$ cat config.mk
export PLATFORM = sky130hd
export DESIGN_NAME = result_monitor
export DESIGN_NICKNAME = d
export VERILOG_FILES = /design/src/rtl/result_pkg.sv /design/src/rtl/traffic_seq_checker.sv /design/src/rtl/result_monitor.sv
export SDC_FILE = /design/constraint.sdc
export NUM_CORES = 1
export LEC_CHECK = 0
export ABC_AREA = 1
export BUFFER_PORTS_ARGS = -buffer_cell sky130_fd_sc_hd__buf_2
export CAP_MARGIN = 10
export CORE_ASPECT_RATIO = 1.25
export CORE_MARGIN = 4
export CORE_UTILIZATION = 55
export CTS_BUF_LIST = sky130_fd_sc_hd__clkbuf_8
export CTS_CLUSTER_DIAMETER = 80
export DETAILED_ROUTE_END_ITERATION = 8
export PLACE_DENSITY_LB_ADDON = 0.05
export SYNTH_ARGS = -nofsm -noshare
export SYNTH_HDL_FRONTEND = slang
export SYNTH_SLANG_ARGS = --single-unit
$ cat constraint.sdc
create_clock -name clk -period 4.8 [get_ports clk]
set_input_delay 0 -clock clk [delete_from_list [all_inputs] [get_ports clk]]
set_output_delay 0 -clock clk [all_outputs]
set_load 0.02 [all_outputs]
$ cat src/rtl/result_pkg.sv
// Shared definitions for the result-bus monitor: traffic light patterns,
// dice face range and the traffic tracker state encoding.
package result_pkg;

  localparam logic [2:0] PAT_R    = 3'b100;
  localparam logic [2:0] PAT_RA   = 3'b110;
  localparam logic [2:0] PAT_G    = 3'b001;
  localparam logic [2:0] PAT_A    = 3'b010;
  localparam logic [2:0] DICE_MIN = 3'd1;
  localparam logic [2:0] DICE_MAX = 3'd6;

  typedef enum logic [2:0] {
    ST_UNLOCKED = 3'd0,
    ST_R        = 3'd1,
    ST_RA       = 3'd2,
    ST_G        = 3'd3,
    ST_A        = 3'd4
  } tstate_e;

  // Maps a light pattern to the tracker state it represents; illegal patterns map to UNLOCKED.
  function automatic tstate_e pattern_state(input logic [2:0] pat);
    tstate_e st;
    case (pat)
      PAT_R:   st = ST_R;
      PAT_RA:  st = ST_RA;
      PAT_G:   st = ST_G;
      PAT_A:   st = ST_A;
      default: st = ST_UNLOCKED;
    endcase
    return st;
  endfunction

  function automatic tstate_e succ_state(input tstate_e cur);
    tstate_e st;
    case (cur)
      ST_R:    st = ST_RA;
      ST_RA:   st = ST_G;
      ST_G:    st = ST_A;
      ST_A:    st = ST_R;
      default: st = ST_UNLOCKED;
    endcase
    return st;
  endfunction

endpackage

$ cat src/rtl/traffic_seq_checker.sv
// Traffic light sequence tracker: locks onto the R->RA->G->A cycle and flags
// illegal patterns or transitions for the current sample.
module traffic_seq_checker
  import result_pkg::*;
#(
  parameter bit ALLOW_HOLD = 1'b1
) (
  input  logic       clk,
  input  logic       rst,
  input  logic       sel,
  input  logic [2:0] result,
  output logic       locked,
  output logic       illegal
);

  tstate_e state_r;
  tstate_e state_next_s;
  tstate_e pat_s;
  logic    locked_r;

  // Next-state and illegal-sample decode; illegal is for the sample being taken this edge.
  always_comb begin
    pat_s        = pattern_state(result);
    state_next_s = state_r;
    illegal      = 1'b0;
    if (!sel) begin
      state_next_s = ST_UNLOCKED;
    end else if (state_r == ST_UNLOCKED) begin
      state_next_s = pat_s;
      illegal      = (pat_s == ST_UNLOCKED);
    end else if (pat_s == ST_UNLOCKED) begin
      state_next_s = ST_UNLOCKED;
      illegal      = 1'b1;
    end else if (pat_s == succ_state(state_r)) begin
      state_next_s = pat_s;
    end else if (pat_s == state_r) begin
      state_next_s = state_r;
      illegal      = !ALLOW_HOLD;
    end else begin
      // A different legal pattern: report, then resync so the next sample is checked against it.
      state_next_s = pat_s;
      illegal      = 1'b1;
    end
  end

  // Tracker state register with registered lock flag.
  always_ff @(posedge clk) begin
    if (rst) begin
      state_r  <= ST_UNLOCKED;
      locked_r <= 1'b0;
    end else begin
      state_r  <= state_next_s;
      locked_r <= (state_next_s != ST_UNLOCKED);
    end
  end

  assign locked = locked_r;

endmodule

$ cat src/rtl/result_monitor.sv
// On-chip checker for the dice/traffic result bus: legality flags, mode-change
// detect, saturating error count and per-face dice histograms.
module result_monitor
  import result_pkg::*;
#(
  parameter int CNT_W      = 16,
  parameter bit ALLOW_HOLD = 1'b1
) (
  input  logic             clk,
  input  logic             rst,
  input  logic             sel,
  input  logic [2:0]       result,
  input  logic [2:0]       hist_sel,
  output logic             traffic_err,
  output logic             dice_err,
  output logic             mode_change,
  output logic             locked,
  output logic [CNT_W-1:0] err_count,
  output logic [CNT_W-1:0] hist_count
);

  localparam logic [CNT_W-1:0] CNT_MAX  = {CNT_W{1'b1}};
  localparam logic [CNT_W-1:0] CNT_ZERO = {CNT_W{1'b0}};
  localparam logic [CNT_W-1:0] CNT_ONE  = {{(CNT_W-1){1'b0}}, 1'b1};

  logic [CNT_W-1:0] hist_r [DICE_MIN:DICE_MAX];
  logic [CNT_W-1:0] err_count_r;
  logic             traffic_err_r;
  logic             dice_err_r;
  logic             mode_change_r;
  logic             prev_sel_r;
  logic             primed_r;
  logic             traffic_illegal_s;
  logic             dice_err_s;

  traffic_seq_checker #(
    .ALLOW_HOLD (ALLOW_HOLD)
  ) u_seq (
    .clk     (clk),
    .rst     (rst),
    .sel     (sel),
    .result  (result),
    .locked  (locked),
    .illegal (traffic_illegal_s)
  );

  assign dice_err_s = !sel && ((result == 3'd0) || (result == 3'd7));

  // Flag pulses, error count and histograms for the sample taken at this edge.
  always_ff @(posedge clk) begin
    if (rst) begin
      traffic_err_r <= 1'b0;
      dice_err_r    <= 1'b0;
      mode_change_r <= 1'b0;
      prev_sel_r    <= 1'b0;
      primed_r      <= 1'b0;
      err_count_r   <= CNT_ZERO;
      for (int i = DICE_MIN; i <= DICE_MAX; i++) begin
        hist_r[i] <= CNT_ZERO;
      end
    end else begin
      traffic_err_r <= traffic_illegal_s;
      dice_err_r    <= dice_err_s;
      // primed_r keeps the first sample after reset from counting as a mode change.
      mode_change_r <= primed_r && (sel != prev_sel_r);
      prev_sel_r    <= sel;
      primed_r      <= 1'b1;
      if ((traffic_illegal_s || dice_err_s) && (err_count_r != CNT_MAX)) begin
        err_count_r <= err_count_r + CNT_ONE;
      end
      for (int i = DICE_MIN; i <= DICE_MAX; i++) begin
        if (!sel && (result == 3'(i)) && (hist_r[i] != CNT_MAX)) begin
          hist_r[i] <= hist_r[i] + CNT_ONE;
        end
      end
    end
  end

  // Combinational histogram read port.
  always_comb begin
    hist_count = CNT_ZERO;
    if ((hist_sel >= DICE_MIN) && (hist_sel <= DICE_MAX)) begin
      hist_count = hist_r[hist_sel];
    end else begin
      hist_count = CNT_ZERO;
    end
  end

  assign traffic_err = traffic_err_r;
  assign dice_err    = dice_err_r;
  assign mode_change = mode_change_r;
  assign err_count   = err_count_r;

endmodule

==> impl_metrics.ini, run 1 <==
[routing]
wl_um = 18100
dr.pass1.iters = 5
ant_nets = 0
vias = 6450
detail_route.vias_per_cell = 5.64
wl_per_cell_um = 15.9
drc_errors = 0
drt_iter0_drc = 647

[final_layout]
final_cell_mix = nand2_1, nor2_1, inv_1, edfxtp_1, nand3_1
multiInputGateArea_um2 = 3500
nFillCells = 1229
register_area_um2 = 3380
layout_commonest_cell = nand2_1
num_antenna_cells = 0
synthToLayoutAreaGrowth_pct = 8.65
nets = 975
drive_above_1_share_pct = 12.9

[synth]
syn_inst = 925
synth_nets = 941
synth-seq-area-share_pct = 45.4
ys_warn_count = 0
avgSynthCellArea_um2 = 8.05
netlist_area_um2 = 7450
synth.distinct_cells = 41
ys_ff_latch = 121

[sta]
setup_violations = 0
tightest_slew_ns = 1.10
fin_crit_ns = 2.68
fin_crit_sh_pct = 55.9
hold_violations = 0
tns_ns = 0
whs_ns = 0.0562
rsz0062_at_grt = false
relSlewSlack_pct = 26.5
fin_skew_ns = 0.0149
maxSlewViolCount = 0
fmax_ghz = 0.372

[min_path]
hp-class = in -> reg
hold_depth = 5

[clock_tree]
clk_pin_slew_ns = 0.06
cts_tree = done
clk_latency_ns = 0.43
clockRootBuffer = clkbuf_8
cts_sinks = 121
h-tree-depth = 4
cts.path.max_buffers = 2
numCtsBuffers = 17
post_cts_buffers = 0

[setup_path]
end_kind = output pin
r2r_end = hist_r[6][4]
crit_end = hist_count[0]
arrival_ns = 2.68
critPathLaunchType = input pin
r2r_cells = 11
criticalPathCategory = in -> out
reg2reg_from = hist_r[6][0]
ff2ff_setup_slack_ns = 2.27
cp_max_fo = 49
critPathLaunch = hist_sel[0]
crit_required_ns = 4.80

[floorplanning]
die_h_um = 138
start_util_pct = 56.3
io_pins = 45
die_area_um2 = 15500
coreArea_um2 = 13200
placementRows = 47
die_w_um = 112

[pwr]
p_per_area_nw_per_um2 = 287
max-vdd-ir-drop_uv = 188
p_leak_nw = 3.14

[flow_run]
max_cap_violations = 0

[global_routing]
grt_pass1_vias = 6130
overflow = 0
antenna_found_initial = 0
grt_start_max_net_pins = 50
grt_pass1_wl_um = 29500
grt_usage_pct = 23.4

[place]
gp_congestion = 0.926
hpwlAfterDp_um = 13200
io_buffers = 44

[run_status]
outcome = complete, no violations
==> where the power goes <==
part | internal, mW | total [mW] | leakage, nW | switching (mW)
sequential | 1.18 | 1.22 | 1.20 | 0.0478
combinational | 0.0727 | 0.252 | 1.74 | 0.179
clock | 0.439 | 0.851 | 0.200 | 0.412
total | 1.69 | 2.33 | 3.14 | 0.639
==> sequential cells by signal, summed over array words and instances, names as in the netlist <==
name	cells
hist_r	96
err_count	16
u_seq.state_r	3
dice_err	1
mode_change	1
prev_sel_r	1
primed_r	1
traffic_err	1
u_seq.locked	1
==> through the flow <==
step,instances,util [%],area [um2],setup slack (ns),power [mW]
2_1_floorplan,925,-,7450,2.58,1.41
3_3_place_gp,1108,58.2,7700,2.35,1.49
3_5_place_dp,1108,58.2,7700,2.18,1.49
4_1_cts,1143,61.2,8090,2.18,2.34
5_1_grt,1143,61.2,8090,1.81,2.43
6_report,1143,61.2,8090,2.12,2.33
==> Yosys cell counts (all sizes together) <==
cell type	n	share of area, %
o21ai	39	2.6
buf	16	1.6
or2	7	0.59
nor3b	17	1.7
o31ai	2	0.39
xor2	34	4.0
nor3	40	3.1
and3	3	0.25
ha	7	1.2
clkbuf	16	0.81
o211ai	4	0.40
nor4	6	0.50
a221oi	2	0.24
nand3b	1	0.10
a21boi	2	0.20
nand2	188	10
xnor2	13	1.5
a211oi	6	0.60
edfxtp	96	39
nand3	74	5.2
nand4	17	1.4
a2111oi	3	0.35
dfxtp	25	6.7
a31oi	2	0.17
nor2	128	6.6
a21oi	76	5.6
inv	99	5.0
clkinv	2	0.10
==> layout make-up <==
type	count	share of cell area (%)
clock buffer	20	3.40
clock inverter	12	1.07
inverter	101	4.69
multi-input combinational	671	43.3
sequential	121	41.8
tap	171	2.64
timing repair buffer	47	3.09
==> per-layer routing <==
metal | up-vias | track usage, % | routed length (um)
met4 | 0 | 7.91 | 318
met1 | 3063 | 29.7 | 7920
met2 | 169 | 40.3 | 9010
met5 | - | 0 | 0
li1 | 3194 | - | -
met3 | 24 | 4.28 | 902
==> worst min path at each step <==
stage	to	startpoint
floorplan	u_seq.state_r[1]	result[2]
global route	u_seq.state_r[1]	result[0]
detailed placement	mode_change	sel
finish	u_seq.state_r[1]	result[0]
global placement	mode_change	sel
CTS	u_seq.state_r[1]	result[0]
==> worst max-delay path, cell delays in order <==
cell	delay [ns]
buf_2	0.58
clkinv_1	0.64
nand3_1	0.24
nand2_1	0.36
a2111oi_0	0.60
buf_2	0.26
==> logic make-up after synthesis <==
family / synth area share (%)
and+or+nand+nor: 29.8
AOI/OAI and AO/OA: 10.6
buffers and inverters: 7.53
DFF: 45.4
xor gates and xnor gates: 5.53
adders and majority gates: 1.18
==> timing repair <==
item                                   CTS  global route
endpoints found under the hold margin    7             0
resized for setup                        0             0
hold buffers                             3             0
Note: power is estimated with default switching activity, not from simulation.
==> run 2: changes to the inputs <==
==> constraint.sdc (replaced) <==
create_clock -name clk -period 2.3 [get_ports clk]
set_input_delay 0 -clock clk [delete_from_list [all_inputs] [get_ports clk]]
set_output_delay 0 -clock clk [all_outputs]
set_load 0.02 [all_outputs]
==> run 2 against run 1 <==
Compared with the run above:
- clock skew down 0.0039 ns
- critical path depth up 6
- die area unchanged
- critical endpoint is now hist_r[6][12]
- largest cell class unchanged
- largest power group unchanged
- highest routed layer unchanged
==> impl_metrics.ini, run 2 (same netlist as run 1, synthesis figures left out) <==
[sta]
maxSlewViolCount = 0
setup_violations = 0
setup_ws_ns = 0.114
tns_ns = 0
hold_violations = 0
fin_crit_sh_pct = 95.1
relSlewSlack_pct = 60.5
tightest_slew_ns = 0.593
fin_crit_ns = 2.19
fin_skew_ns = 0.0110
whs_ns = 0.0173
fmax_ghz = 0.457

[floorplanning]
die_area_um2 = 15500
die_h_um = 138
coreArea_um2 = 13200
io_pins = 45
die_w_um = 112
start_util_pct = 56.3
placementRows = 47

[routing]
wl_um = 18900
ant_nets = 0
dr.pass1.iters = 7
drc_errors = 0
vias = 6621
drt_iter0_drc = 725
detail_route.vias_per_cell = 5.62
wl_per_cell_um = 16.0

[setup_path]
cp_common_cell = nor2_2
critPathLaunchType = register
end_kind = register
r2r_end = hist_r[6][12]
r2r_cells = 12
path_cells = ha_1, nand2_1, inv_1, nand3b_1, nor2_2, nand2_2, nor2_4, nand4_1, nor2_2, a21boi_1, or2_1, buf_6
arrival_ns = 2.38
crit_required_ns = 2.49
cp_max_fo = 16
crit_path_max_incr_delay_ns = 0.36
reg2reg_from = hist_r[6][1]
ff2ff_setup_slack_ns = 0.11
criticalPathCategory = reg -> reg
critPathSlowestCell = edfxtp_1

[clock_tree]
clk_latency_ns = 0.44
clk_pin_slew_ns = 0.07
cts_sinks = 121
clockRootBuffer = clkbuf_8
numCtsBuffers = 17
cts_tree = done
cts.path.max_buffers = 2
h-tree-depth = 4

[global_routing]
grt_pass1_wl_um = 30700
grt_usage_pct = 24.2
grt_start_max_net_pins = 49
antenna_found_initial = 0
grt_pass1_vias = 6365
overflow = 0

[final_layout]
final_area_um2 = 8600
final_cell_mix = nand2_1, nor2_1, inv_1, edfxtp_1, nand3_1
largest_register_ffs = 96
layout.cells.non_filler = 1179
synthToLayoutAreaGrowth_pct = 15.5
drive_above_1_share_pct = 16.9
layout_commonest_cell = nand2_1
nets = 1011
top_register = hist_r
num_antenna_cells = 0

[pwr]
max-vdd-ir-drop_uv = 333
power_frac_clock_pct = 42.6
p_int_mw = 4.11
p_leak_nw = 3.40
p_per_area_nw_per_um2 = 636
p_seq_share_pct = 46.5
swShare_pct = 24.8
p_comb_share_pct = 10.9
switchingPower_mw = 1.35

[min_path]
hp-class = in -> reg
holdPathEnd = u_seq.state_r[1]
min-delay-start = result[0]
hold_depth = 5

[place]
dp_cells = 1133
hpwlAfterDp_um = 13500
gp_congestion = 0.883
dp_slack_ns = 0.000582
io_buffers = 44
postPlaceCellArea_um2 = 7910

[run_status]
outcome = complete, no violations

[flow_run]
max_cap_violations = 0
==> run 2: how the worst max path moves through the flow <==
stage                       startpoint            end  slack [ns]  cells past startpoint
final                     hist_r[6][1]  hist_r[6][12]        0.11                     12
after global routing      hist_r[4][0]   hist_r[4][9]      -0.004                     10
after CTS                 hist_r[6][1]  hist_r[6][15]        0.06                     12
after detailed placement  hist_r[2][1]   hist_r[2][3]      0.0006                     11
after global placement    hist_r[2][1]   hist_r[2][3]        0.14                     11
after floorplan           hist_r[6][0]   hist_r[6][0]        0.08                     11
==> run 2: metrics by stage <==
stage	utilization, %	power (mW)
floorplan	-	2.95
global placement	59.8	3.14
detailed placement	59.8	3.16
CTS	63.7	5.47
global route	65.0	5.70
finish	65.0	5.47
==> run 2: critical path, delay by kind of cell, from the launching register on <==
family	cells	cell delay [ns]
compound gates	1	0.11
buf+inv	2	0.25
flops	1	0.36
simple gates	8	1.04
fa+ha+maj	1	0.16
==> run 2: final cells by class <==
cell class	count	area, um2
tap	171	214
inverter	101	379
clock inverter	12	204
clock buffer	20	275
fill	1149	4630
sequential	121	3380
timing repair buffer	80	541
timing repair inverter	2	15.0
multi-input combinational	672	3590
==> run 2: power groups by stage <==
stage | clock network [mW] | logic [mW] | registers (mW)
final | 2.33 | 0.597 | 2.54
after global routing | 2.49 | 0.659 | 2.55
after CTS | 2.35 | 0.577 | 2.54
after detailed placement | 0 | 0.569 | 2.59
after global placement | 0 | 0.560 | 2.58
after floorplan | 0 | 0.379 | 2.57
==> run 2: repair_timing <==
item                                   4_1_cts  5_1_grt
endpoints found under the hold margin        6        0
cloned                                       0        3
buffers inserted                             0        7
setup endpoints to repair                   16      125
pin swaps                                    0        4
hold buffers                                 4        0
gates resized for setup                      1       25
==> run 2: per-layer routing <==
metal  wire, um  vias up  track usage (%)
met3       1060       33             4.94
met5          0        -                0
met1       8010     3093             31.4
li1           -     3264                -
met2       9450      231             41.3
met4        342        0             6.77
==> run 3: changes to the inputs <==
--- a/config.mk
+++ b/config.mk
@@ -14,7 +14,8 @@
 export CTS_BUF_LIST = sky130_fd_sc_hd__clkbuf_8
 export CTS_CLUSTER_DIAMETER = 80
 export DETAILED_ROUTE_END_ITERATION = 8
-export PLACE_DENSITY_LB_ADDON = 0.05
+export PLACE_DENSITY = 0.76
+export REMOVE_ABC_BUFFERS = 1
 export SYNTH_ARGS = -nofsm -noshare
 export SYNTH_HDL_FRONTEND = slang
 export SYNTH_SLANG_ARGS = --single-unit
==> run 3 against run 2 <==
Compared with the run above:
- maximum frequency is 0.99% lower
- routed wire length shrank 6.3%
- cell count decreased by 0.34%
- die area unchanged
- critical endpoint is now hist_r[1][9]
==> impl_metrics.ini, run 3 (same netlist as run 1, synthesis figures left out) <==
[run_status]
outcome = complete, no violations

[floorplanning]
die_w_um = 112
die_area_um2 = 15500
placementRows = 47
die_h_um = 138
io_pins = 45
coreArea_um2 = 13200
start_util_pct = 56.3

[final_layout]
drive_above_1_share_pct = 16.0
multiInputGateArea_um2 = 3560
nFillCells = 1189
layout_commonest_cell = nand2_1
nets = 1008
register_area_um2 = 3380
largest_register_ffs = 96
synthToLayoutAreaGrowth_pct = 12.7
num_antenna_cells = 0
top_register = hist_r
final_cell_mix = nand2_1, nor2_1, edfxtp_1, inv_1, nand3_1

[setup_path]
r2r_cells = 12
criticalPathCategory = reg -> reg
arrival_ns = 2.47
cp_max_fo = 7
ff2ff_setup_slack_ns = 0.09
end_kind = register
critPathLaunchType = register
reg2reg_from = hist_r[1][0]
r2r_end = hist_r[1][9]
crit_required_ns = 2.57

[place]
gp_congestion = 0.968
io_buffers = 44
hpwlAfterDp_um = 12900
dp_slack_ns = 0.0333

[pwr]
p_int_mw = 3.45
power.total_mw = 4.76
switchingPower_mw = 1.31
p_per_area_nw_per_um2 = 568
power_frac_clock_pct = 34.4
max-vdd-ir-drop_uv = 395
p_leak_nw = 3.28
p_comb_share_pct = 12.2
p_seq_share_pct = 53.4
swShare_pct = 27.6

[global_routing]
antenna_found_initial = 0
grt_pass1_wl_um = 28800
grt_usage_pct = 22.7
grt_start_max_net_pins = 34
grt_pass1_vias = 6100
overflow = 0

[routing]
drc_errors = 0
vias = 6488
detail_route.vias_per_cell = 5.52
drt_iter0_drc = 549
wl_um = 17700
ant_nets = 0
wl_per_cell_um = 15.0
dr.pass1.iters = 6

[sta]
hold_violations = 0
setup_violations = 0
fmax_ghz = 0.453
maxSlewViolCount = 0
setup_ws_ns = 0.0919
relSlewSlack_pct = 65.5
fin_skew_ns = 0.0125
fin_crit_ns = 2.21
fin_crit_sh_pct = 96.0
tightest_slew_ns = 0.505

[min_path]
min-delay-start = result[0]
hold_depth = 5
holdPathEnd = u_seq.state_r[0]
hp-class = in -> reg

[clock_tree]
numCtsBuffers = 17
clockRootBuffer = clkbuf_8
cts.path.max_buffers = 2
cts_tree = done
clk_latency_ns = 0.43
h-tree-depth = 4
cts_sinks = 121
clk_pin_slew_ns = 0.07

[flow_run]
max_cap_violations = 0
-- run 3: changes by cell type in the layout (fill, tap and decap cells not counted), sizes merged --
cell      delta
buf          -2
or2          -1
inv          -3
clkbuf       -3
bufinv       -5
clkinv       +8
clkinvlp     +2
-- run 3: layer usage --
layer | share of wire [%] | wire (um) | vias to the layer above | global-route usage (%)
met1 | 43 | 7650 | 2997 | 29.5
li1 | - | - | 3253 | -
met2 | 48 | 8460 | 201 | 37.9
met3 | 6.1 | 1080 | 37 | 4.68
met4 | 2.8 | 487 | 0 | 8.04
met5 | 0 | 0 | - | 0
-- run 3: stage by stage --
| step | TNS (ns) | cells | area (um2) | hold slack, ns | utilization (%) |
|---|---|---|---|---|---|
| after detailed placement | 0 | 1134 | 7920 | 0.338 | 59.9 |
| after floorplan | 0 | 893 | 7270 | 0.0624 | - |
| after global routing | -0.0313 | 1175 | 8390 | 0.0338 | 63.4 |
| after global placement | 0 | 1134 | 7920 | 0.328 | 59.9 |
| after CTS | 0 | 1169 | 8290 | 0.00570 | 62.6 |
| final | 0 | 1175 | 8390 | 0.0198 | 63.4 |
-- run 3: repair_timing --
item                       4_1_cts  5_1_grt
hold buffers                     4        0
hold endpoints to repair        13        0
setup buffers                    0        4
setup endpoints to repair        0      124
resized for setup                0       18
-- run 3: worst max-delay path by stage --
stage,slack [ns],end,from,cells after the start
detailed placement,0.03,hist_r[6][3],hist_r[6][0],11
CTS,0.03,hist_r[6][3],hist_r[6][0],11
global placement,0.07,hist_r[6][3],hist_r[6][0],11
floorplan,0.08,hist_r[6][0],hist_r[6][0],11
global route,-0.007,hist_r[2][4],hist_r[2][1],12
finish,0.09,hist_r[1][9],hist_r[1][0],12
-- run 3: worst max-delay path, cell delays in order, from the launching register on --
cell        delay (ns)
edfxtp_1          0.40
ha_1              0.23
nand2_1           0.13
nor2_4            0.06
nand3_4           0.08
nor2_4            0.04
nand3_1           0.08
nor3_2            0.07
nand3_1           0.11
nand2_2           0.09
nor2_2            0.28
clkinvlp_4        0.27
nor3b_1           0.22
-- run 3: final cells by class --
class / count / share of cell area (%)
Multi-Input combinational cell: 671 / 42.5
Sequential cell: 121 / 40.3
Inverter: 101 / 4.52
Clock buffer: 17 / 2.79
Clock inverter: 14 / 1.09
Tap cell: 171 / 2.55
Timing Repair Buffer: 78 / 6.08
Timing Repair inverter: 2 / 0.179
-- run 3: power by group through the flow --
stage	clock (mW)	combinational, mW	sequential [mW]
6_report	1.64	0.580	2.54
4_1_cts	1.66	0.566	2.54
3_5_place_dp	0	0.557	2.59
2_1_floorplan	0	0.332	2.57
5_1_grt	1.77	0.638	2.55
3_3_place_gp	0	0.552	2.59
